**src/rtl/program_loader.sv**
```systemverilog
// Byte-link command controller: halts the CPU, drives its external memory port for WRITE/READ,
// and handles RUN/HALT. Define LOADER_CHECKSUM_EN to append a checksum byte to WRITE.
module program_loader #(
  parameter bit         RESET_PAUSED    = 1'b1,
  parameter logic [2:0] WORD_WRITE_MODE = 3'd3,
  parameter logic [2:0] WORD_READ_MODE  = 3'd3,
  parameter logic [2:0] NO_ACCESS_MODE  = 3'd0,
  parameter int         READ_LATENCY    = 1
) (
  input  logic        clk,
  input  logic        rst,
  input  logic [7:0]  rxData,
  input  logic        rxValid,
  output logic        rxReady,
  output logic [7:0]  txData,
  output logic        txValid,
  input  logic        txReady,
  output logic        pause,
  output logic        externalMemoryControl,
  output logic [31:0] externalAddress,
  output logic [31:0] externalData,
  output logic [2:0]  externalReadMode,
  output logic [2:0]  externalWriteMode,
  input  logic [31:0] externalDataOut,
  output logic        busy,
  output logic        error
);
  localparam logic [7:0] ACK = 8'hA5;
  localparam logic [7:0] NAK = 8'hEE;
  localparam logic [1:0] LAT = 2'(READ_LATENCY);

  typedef enum logic [3:0] {
    IDLE, GET_ADDR, GET_COUNT, GET_DATA, DO_WRITE,
`ifdef LOADER_CHECKSUM_EN
    GET_CSUM,
`endif
    DO_READ, SEND_RD, SEND_RESP
  } state_t;

  state_t      state_q, state_d;
  logic [1:0]  idx_q, idx_d, lat_q, lat_d;
  logic        is_wr_q, is_wr_d, pause_save_q, pause_save_d;
  logic [15:0] count_q, count_d;
  logic [31:0] rd_q, rd_d, addr_q, addr_d, data_q, data_d;
  logic [7:0]  csum_q, csum_d, tx_data_q, tx_data_d;
  logic        rx_ready_q, rx_ready_d, tx_valid_q, tx_valid_d;
  logic        pause_q, pause_d, emc_q, emc_d, busy_q, busy_d, error_q, error_d;
  logic [2:0]  rmode_q, rmode_d, wmode_q, wmode_d;
  logic        rx_acc, tx_acc, wr_done;

  assign rx_acc = rxValid & rx_ready_q;
  assign tx_acc = tx_valid_q & txReady;

  always_comb begin
    state_d = state_q;  idx_d = idx_q;  lat_d = lat_q;  is_wr_d = is_wr_q;
    pause_save_d = pause_save_q;  count_d = count_q;  rd_d = rd_q;
    addr_d = addr_q;  data_d = data_q;  csum_d = csum_q;  tx_data_d = tx_data_q;
    pause_d = pause_q;  emc_d = emc_q;  error_d = error_q;
    rmode_d = NO_ACCESS_MODE;  wmode_d = NO_ACCESS_MODE;  wr_done = 1'b0;
    case (state_q)
      IDLE: if (rx_acc) begin
        idx_d  = 2'd0;
        csum_d = 8'd0;
        case (rxData)
          8'h01, 8'h02: begin
            is_wr_d      = (rxData == 8'h01);
            pause_save_d = pause_q;
            pause_d      = 1'b1;
            emc_d        = 1'b1;
            state_d      = GET_ADDR;
          end
          8'h03: begin pause_d = 1'b0; tx_data_d = ACK; state_d = SEND_RESP; end
          8'h04: begin pause_d = 1'b1; error_d = 1'b0; tx_data_d = ACK; state_d = SEND_RESP; end
          default: begin error_d = 1'b1; tx_data_d = NAK; state_d = SEND_RESP; end
        endcase
      end
      GET_ADDR: if (rx_acc) begin
        addr_d = {addr_q[23:0], rxData};
        csum_d = csum_q + rxData;
        idx_d  = idx_q + 2'd1;
        if (idx_q == 2'd3) begin
          if (is_wr_q) state_d = GET_COUNT;
          else begin
            state_d = DO_READ;
            lat_d   = 2'd0;
            rmode_d = WORD_READ_MODE;
          end
        end
      end
      GET_COUNT: if (rx_acc) begin
        count_d = {count_q[7:0], rxData};
        csum_d  = csum_q + rxData;
        idx_d   = idx_q + 2'd1;
        if (idx_q == 2'd1) begin
          idx_d = 2'd0;
          if ({count_q[7:0], rxData} == 16'd0) wr_done = 1'b1;
          else state_d = GET_DATA;
        end
      end
      GET_DATA: if (rx_acc) begin
        data_d = {data_q[23:0], rxData};
        csum_d = csum_q + rxData;
        idx_d  = idx_q + 2'd1;
        if (idx_q == 2'd3) begin
          state_d = DO_WRITE;
          wmode_d = WORD_WRITE_MODE;
        end
      end
      DO_WRITE: begin
        addr_d  = addr_q + 32'd4;  // natural 32-bit wrap: FFFFFFFC -> 0
        count_d = count_q - 16'd1;
        if (count_q == 16'd1) wr_done = 1'b1;
        else state_d = GET_DATA;
      end
`ifdef LOADER_CHECKSUM_EN
      GET_CSUM: if (rx_acc) begin
        state_d = SEND_RESP;
        if (rxData == csum_q) tx_data_d = ACK;
        else begin error_d = 1'b1; tx_data_d = NAK; end
      end
`endif
      // readMode is held for LAT cycles; the word is sampled one cycle after it drops
      DO_READ: begin
        if (lat_q == LAT) begin
          rd_d      = externalDataOut;
          tx_data_d = externalDataOut[31:24];
          idx_d     = 2'd0;
          state_d   = SEND_RD;
        end else begin
          lat_d = lat_q + 2'd1;
          if (lat_q + 2'd1 != LAT) rmode_d = WORD_READ_MODE;
        end
      end
      SEND_RD: if (tx_acc) begin
        idx_d = idx_q + 2'd1;
        if (idx_q == 2'd3) begin
          state_d = IDLE;
          pause_d = pause_save_q;
          emc_d   = 1'b0;
        end else begin
          tx_data_d = rd_q[23:16];
          rd_d      = {rd_q[23:0], 8'h00};
        end
      end
      SEND_RESP: if (tx_acc) begin
        state_d = IDLE;
        if (emc_q) begin
          pause_d = pause_save_q;
          emc_d   = 1'b0;
        end
      end
      default: state_d = IDLE;
    endcase
    if (wr_done) begin
`ifdef LOADER_CHECKSUM_EN
      state_d = GET_CSUM;
`else
      state_d   = SEND_RESP;
      tx_data_d = ACK;
`endif
    end
    rx_ready_d = (state_d == IDLE) || (state_d == GET_ADDR) || (state_d == GET_COUNT) ||
`ifdef LOADER_CHECKSUM_EN
                 (state_d == GET_CSUM) ||
`endif
                 (state_d == GET_DATA);
    tx_valid_d = (state_d == SEND_RD) || (state_d == SEND_RESP);
    busy_d     = (state_d != IDLE);
  end

  always_ff @(posedge clk) begin
    if (rst) begin
      state_q <= IDLE;  idx_q <= '0;  lat_q <= '0;  is_wr_q <= 1'b0;
      pause_save_q <= RESET_PAUSED;  count_q <= '0;  rd_q <= '0;
      addr_q <= '0;  data_q <= '0;  csum_q <= '0;  tx_data_q <= '0;
      rx_ready_q <= 1'b1;  tx_valid_q <= 1'b0;  pause_q <= RESET_PAUSED;
      emc_q <= 1'b0;  busy_q <= 1'b0;  error_q <= 1'b0;
      rmode_q <= NO_ACCESS_MODE;  wmode_q <= NO_ACCESS_MODE;
    end else begin
      state_q <= state_d;  idx_q <= idx_d;  lat_q <= lat_d;  is_wr_q <= is_wr_d;
      pause_save_q <= pause_save_d;  count_q <= count_d;  rd_q <= rd_d;
      addr_q <= addr_d;  data_q <= data_d;  csum_q <= csum_d;  tx_data_q <= tx_data_d;
      rx_ready_q <= rx_ready_d;  tx_valid_q <= tx_valid_d;  pause_q <= pause_d;
      emc_q <= emc_d;  busy_q <= busy_d;  error_q <= error_d;
      rmode_q <= rmode_d;  wmode_q <= wmode_d;
    end
  end

  assign rxReady               = rx_ready_q;
  assign txData                = tx_data_q;
  assign txValid               = tx_valid_q;
  assign pause                 = pause_q;
  assign externalMemoryControl = emc_q;
  assign externalAddress       = addr_q;
  assign externalData          = data_q;
  assign externalReadMode      = rmode_q;
  assign externalWriteMode     = wmode_q;
  assign busy                  = busy_q;
  assign error                 = error_q;
endmodule

```
**config.mk**
```make
export PLATFORM = sky130hd
export DESIGN_NAME = program_loader
export DESIGN_NICKNAME = d
export VERILOG_FILES = /design/src/rtl/program_loader.sv
export SDC_FILE = /design/constraint.sdc
export NUM_CORES = 1
export LEC_CHECK = 0
export ABC_CLOCK_PERIOD_IN_PS = 3350
export CAP_MARGIN = 20
export CORE_MARGIN = 2
export CORE_UTILIZATION = 40
export CTS_BUF_LIST = sky130_fd_sc_hd__clkbuf_4 sky130_fd_sc_hd__clkbuf_8
export CTS_CLUSTER_DIAMETER = 40
export DETAILED_ROUTE_END_ITERATION = 10
export HOLD_SLACK_MARGIN = 0.08
export PLACE_DENSITY_LB_ADDON = 0.25
export SYNTH_ARGS = -nofsm -noshare
export SYNTH_HDL_FRONTEND = slang
export SYNTH_SLANG_ARGS = --single-unit
```
**constraint.sdc**
```tcl
create_clock -name clk -period 3.35 [get_ports clk]
set_clock_uncertainty 0.1 [all_clocks]
set_input_delay 0.335 -clock clk [delete_from_list [all_inputs] [get_ports clk]]
set_output_delay 0.335 -clock clk [all_outputs]
set_load 0.01 [all_outputs]
```
==> implementation parameters <==
Parameter                              Value

Status
  Status ... finished clean

Synth
  Proportion of netlist area held by the largest area contributor ... 41.6%
  Cell Area, Synth ... 0.00626 mm^2
  Synthesis Warnings ... 0
  Average size of a mapped cell ... 7.82 um^2
  FF+latch count, synth ... 130
  Post-synthesis mux area share ... 0.640%
  Combinational family with the most area after synthesis ... simple AND/OR/NAND/NOR gates
  Library cell with the highest instance count after synthesis ... sky130_fd_sc_hd__nand2_1
  Post-synth EDFFs ... 0
  XOR/XNOR Fraction of Synth Area ... 0.420%
  Simple logic cell fraction of the synthesized area ... 26.9%
  Synth area leader ... sky130_fd_sc_hd__dfxtp_1
  Post-synthesis sequential area ratio ... 41.6%
  Number of standard cells after synthesis ... 800
  Dominant register cell in the synthesized netlist ... sky130_fd_sc_hd__dfxtp_1
  Main area contributors after synthesis ... sky130_fd_sc_hd__dfxtp_1, sky130_fd_sc_hd__nand2_1, sky130_fd_sc_hd__a21oi_1, sky130_fd_sc_hd__nor2_1, sky130_fd_sc_hd__clkbuf_1
  Synth top cells by count ... sky130_fd_sc_hd__nand2_1, sky130_fd_sc_hd__dfxtp_1, sky130_fd_sc_hd__a21oi_1
  Post-synthesis adder-cell area fraction ... 1.80%
  Ys async rst share ... 0%
  Complex-gate fraction of the synthesized area ... 22.9%
  Number of unique standard cell types used by synthesis ... 62

Setup path
  CP endpoint kind ... register
  Worst setup startpoint ... state_q[3]
  Setup slack of the worst register-to-register path ... 0.74 ns
  Critical path launch point type ... register
  Cell type of the slowest stage on the worst timing path ... sky130_fd_sc_hd__or4b_1
  Critical path data required time ... 3.64 ns
  Crit path DAT ... 2.91 ns
  R2R depth ... 4
  Critical path capture point ... externalAddress[22]
  Critical path class ... reg -> reg
  Cell-by-cell trace of the critical path ... or4b_1 > or4b_1 > or4_1 > a31oi_1
  Largest stage delay on the critical path ... 0.83 ns
  Largest driver fanout on the critical path ... 17
  Most frequent CP cell ... sky130_fd_sc_hd__or4b_1
  Worst reg2reg path startpoint ... state_q[3]
  Destination of the worst register-to-register timing path ... externalAddress[22]

Clock tree
  TritonCTS Buffers ... 17
  Bufs on Longest Clock Path ... 2
  Clock latency reported for the late side of the worst-skew pair ... 0.45 ns
  Clock-pin transition on the worst setup and hold timing paths ... 0.08 ns
  Clock Root Buffer ... sky130_fd_sc_hd__clkbuf_8
  Hold Buf Count CTS ... 0
  Clock tree from TritonCTS ... built
  CTS Sinks ... 130
  Post-CTS setup buffers ... 0
  CTS-repair resized insts ... 0
  H-tree lvl count ... 4

Timing
  Worst path setup slack after routing ... 0.737 ns
  Final Setup Violations ... 0
  Worst-case hold slack ... 0.157 ns
  Fmax ... 383 MHz
  Final TNS setup ... 0 ns
  Headroom to the max-slew limit ... 40.7%
  Unrepaired setup endpoints after global routing ... no
  Final hold violation count ... 0
  Number of pins with negative max-slew slack in the final report ... 0
  Post-route clock period utilization ... 78.0%
  Minimum period implied by the final worst setup slack ... 2.61 ns
  Slew at the pin closest to its max-slew limit ... 0.887 ns

Global routing
  Number of global-route vias before repair ... 5402
  First-pass GRT wire length ... 28500 um
  Peak-usage layer in the global routing report ... met2
  Global-route usage over all layers ... 21.5%
  Met1 track demand over resource ... 31.2%
  Global-route congestion overflow total ... 0
  Grt met2 use ... 32.3%
  Antenna violations before repair ... 0
  Largest net degree at the start of global routing ... 57
  Global-route met3 utilization ... 3.84%

Die
  I/O pin count ... 128
  Die width ... 129 um
  Number of core rows ... 45
  Die height ... 129 um
  Core Area ... 0.0153 mm^2
  Effective utilization at floorplan ... 41.0%
  Area enclosed by the die boundary ... 0.0167 mm^2

Layout
  Number of fill cells in the layout ... 1460
  Layout overhead on the synthesized area ... 29.8%
  Layout cell share with drive strength beyond 1 ... 7.22%
  Fin nets ... 954
  ANT cells ... 0
  Finished layout cell area ... 0.00812 mm^2

Placed design
  Worst slack at placement ... 0.485 ns
  Final Wtd Congestion ... 0.845
  Number of input and output port buffers inserted ... 125
  Detail Placement HPWL ... 12300 um
  Total cell area at the placement stage ... 0.00770 mm^2

Flow run
  Count of maximum capacitance violations ... 0

Route
  Via count ... 6263
  Initial drt markers ... 642
  Final routed wire length divided by cell count ... 15.9 um
  Count of unresolved DRC violations after routing ... 0
  Pre-Repair DR Iteration Count ... 5
  Post-detailed-route count of antenna-violating nets ... 0
  Aggregate routed wire length ... 17900 um
  Routed via count divided by cell count ... 5.57

Power
  Power dissipated by switching net loads ... 0.896 mW
  Standby leakage power ... 2.66 nW
  Power density of the placed cells ... 417 mW/mm^2
  Clock share of power ... 42.4%
  Share of power burned in registers ... 47.6%
  Cell-internal power ... 2.50 mW
  Fraction of power spent switching nets ... 26.4%
  Worst voltage drop across the vdd grid ... 0.206 mV
  Part of the power in combinational logic ... 10.0%

Worst hold path
  Worst min path class ... in -> reg
[sequential cells by signal, indices dropped and copies added (netlist names)]
signal and cells:
count_q 16, is_wr_q 1, externalMemoryControl 1, error 1
externalAddress 32, pause 1, state_q 4, rxReady 1
busy 1, txData 8, lat_q 2, externalData 32
pause_save_q 1, externalWriteMode 1, externalReadMode 1, txValid 1
rd_q 24, idx_q 2
[kinds of logic after synthesis]
logic type | count (synthesis)
xor+xnor | 3
buf+inv | 86
simple gates | 350
other cells | 1
compound gates | 217
flops | 130
fa+ha+maj | 9
mux | 4
[through the flow]
| stage | instances | util (%) | total power, mW |
|---|---|---|---|
| global placement | 1092 | 50.4 | 1.98 |
| floorplan | 802 | - | 1.82 |
| detailed placement | 1093 | 50.4 | 1.98 |
| finish | 1125 | 53.2 | 3.39 |
| global route | 1125 | 53.2 | 3.51 |
| CTS | 1125 | 53.2 | 3.41 |
[placed cells by master, fill, tap and decap left out, types with 3 or more instances in the layout]
cell type and instances:
sky130_fd_sc_hd__conb_1 3, sky130_fd_sc_hd__o311ai_0 8, sky130_fd_sc_hd__inv_6 3, sky130_fd_sc_hd__clkbuf_8 18, sky130_fd_sc_hd__o311a_1 3, sky130_fd_sc_hd__a211oi_1 12, sky130_fd_sc_hd__o211ai_1 15, sky130_fd_sc_hd__mux2i_1 4
sky130_fd_sc_hd__inv_1 15, sky130_fd_sc_hd__nand2b_1 5, sky130_fd_sc_hd__clkinvlp_4 6, sky130_fd_sc_hd__buf_4 26, sky130_fd_sc_hd__nand4_1 7, sky130_fd_sc_hd__dfxtp_1 130, sky130_fd_sc_hd__and3_1 12, sky130_fd_sc_hd__and4_1 4
sky130_fd_sc_hd__nand2_1 146, sky130_fd_sc_hd__o22ai_1 3, sky130_fd_sc_hd__a22oi_1 4, sky130_fd_sc_hd__nor3_1 29, sky130_fd_sc_hd__clkdlybuf4s50_1 124, sky130_fd_sc_hd__or4b_1 3, sky130_fd_sc_hd__nor2_1 62, sky130_fd_sc_hd__a221oi_1 5
sky130_fd_sc_hd__o21ai_0 15, sky130_fd_sc_hd__a2111oi_0 9, sky130_fd_sc_hd__nor4_1 14, sky130_fd_sc_hd__nor2b_1 3, sky130_fd_sc_hd__nand3_1 33, sky130_fd_sc_hd__ha_1 9, sky130_fd_sc_hd__a311oi_1 21, sky130_fd_sc_hd__o21a_1 3
sky130_fd_sc_hd__or3_1 9, sky130_fd_sc_hd__o31a_1 3, sky130_fd_sc_hd__bufinv_16 3, sky130_fd_sc_hd__a31oi_1 15, sky130_fd_sc_hd__a21oi_1 85, sky130_fd_sc_hd__or4_1 7
[worst min-delay path by stage]
stage	start	endpoint	slack, ns	cells after the start
after floorplan	count_q[1]	count_q[9]	0.33	2
after global placement	rd_q[7]	rd_q[7]	0.34	2
after detailed placement	rd_q[5]	rd_q[5]	0.35	2
after CTS	rst	externalAddress[1]	0.13	2
after global routing	rst	externalAddress[0]	0.16	2
final	rst	externalAddress[1]	0.16	2
[critical path: cells and delay by family, from the launching register on]
family,cells,cell delay (ns)
flip-flops,1,0.41
AND/OR/NAND/NOR,3,1.88
AO/OA/AOI/OAI,1,0.16
[layout make-up]
type | count | area, um^2 | share of cell area (%)
Tap cell | 211 | 264 | 3.25
Clock inverter | 14 | 179 | 2.20
Multi-Input combinational cell | 586 | 3330 | 41.0
Clock buffer | 18 | 248 | 3.05
Sequential cell | 130 | 2600 | 32.0
Inverter | 15 | 56.3 | 0.693
Timing Repair Buffer | 151 | 1440 | 17.7
[routing by layer]
metal | vias up | part of all wire [%]
met5 | - | 0
met4 | 0 | 1.5
met3 | 18 | 6.1
met2 | 216 | 45
met1 | 2908 | 47
li1 | 3121 | -
[power by group through the flow]
stage               Clock (mW)  Combinational, mW  Sequential [mW]
floorplan                    0              0.181             1.64
global route              1.52              0.373             1.62
CTS                       1.46              0.339             1.61
finish                    1.44              0.340             1.61
global placement             0              0.336             1.65
detailed placement           0              0.337             1.65
(Power assumes the default switching activity.)
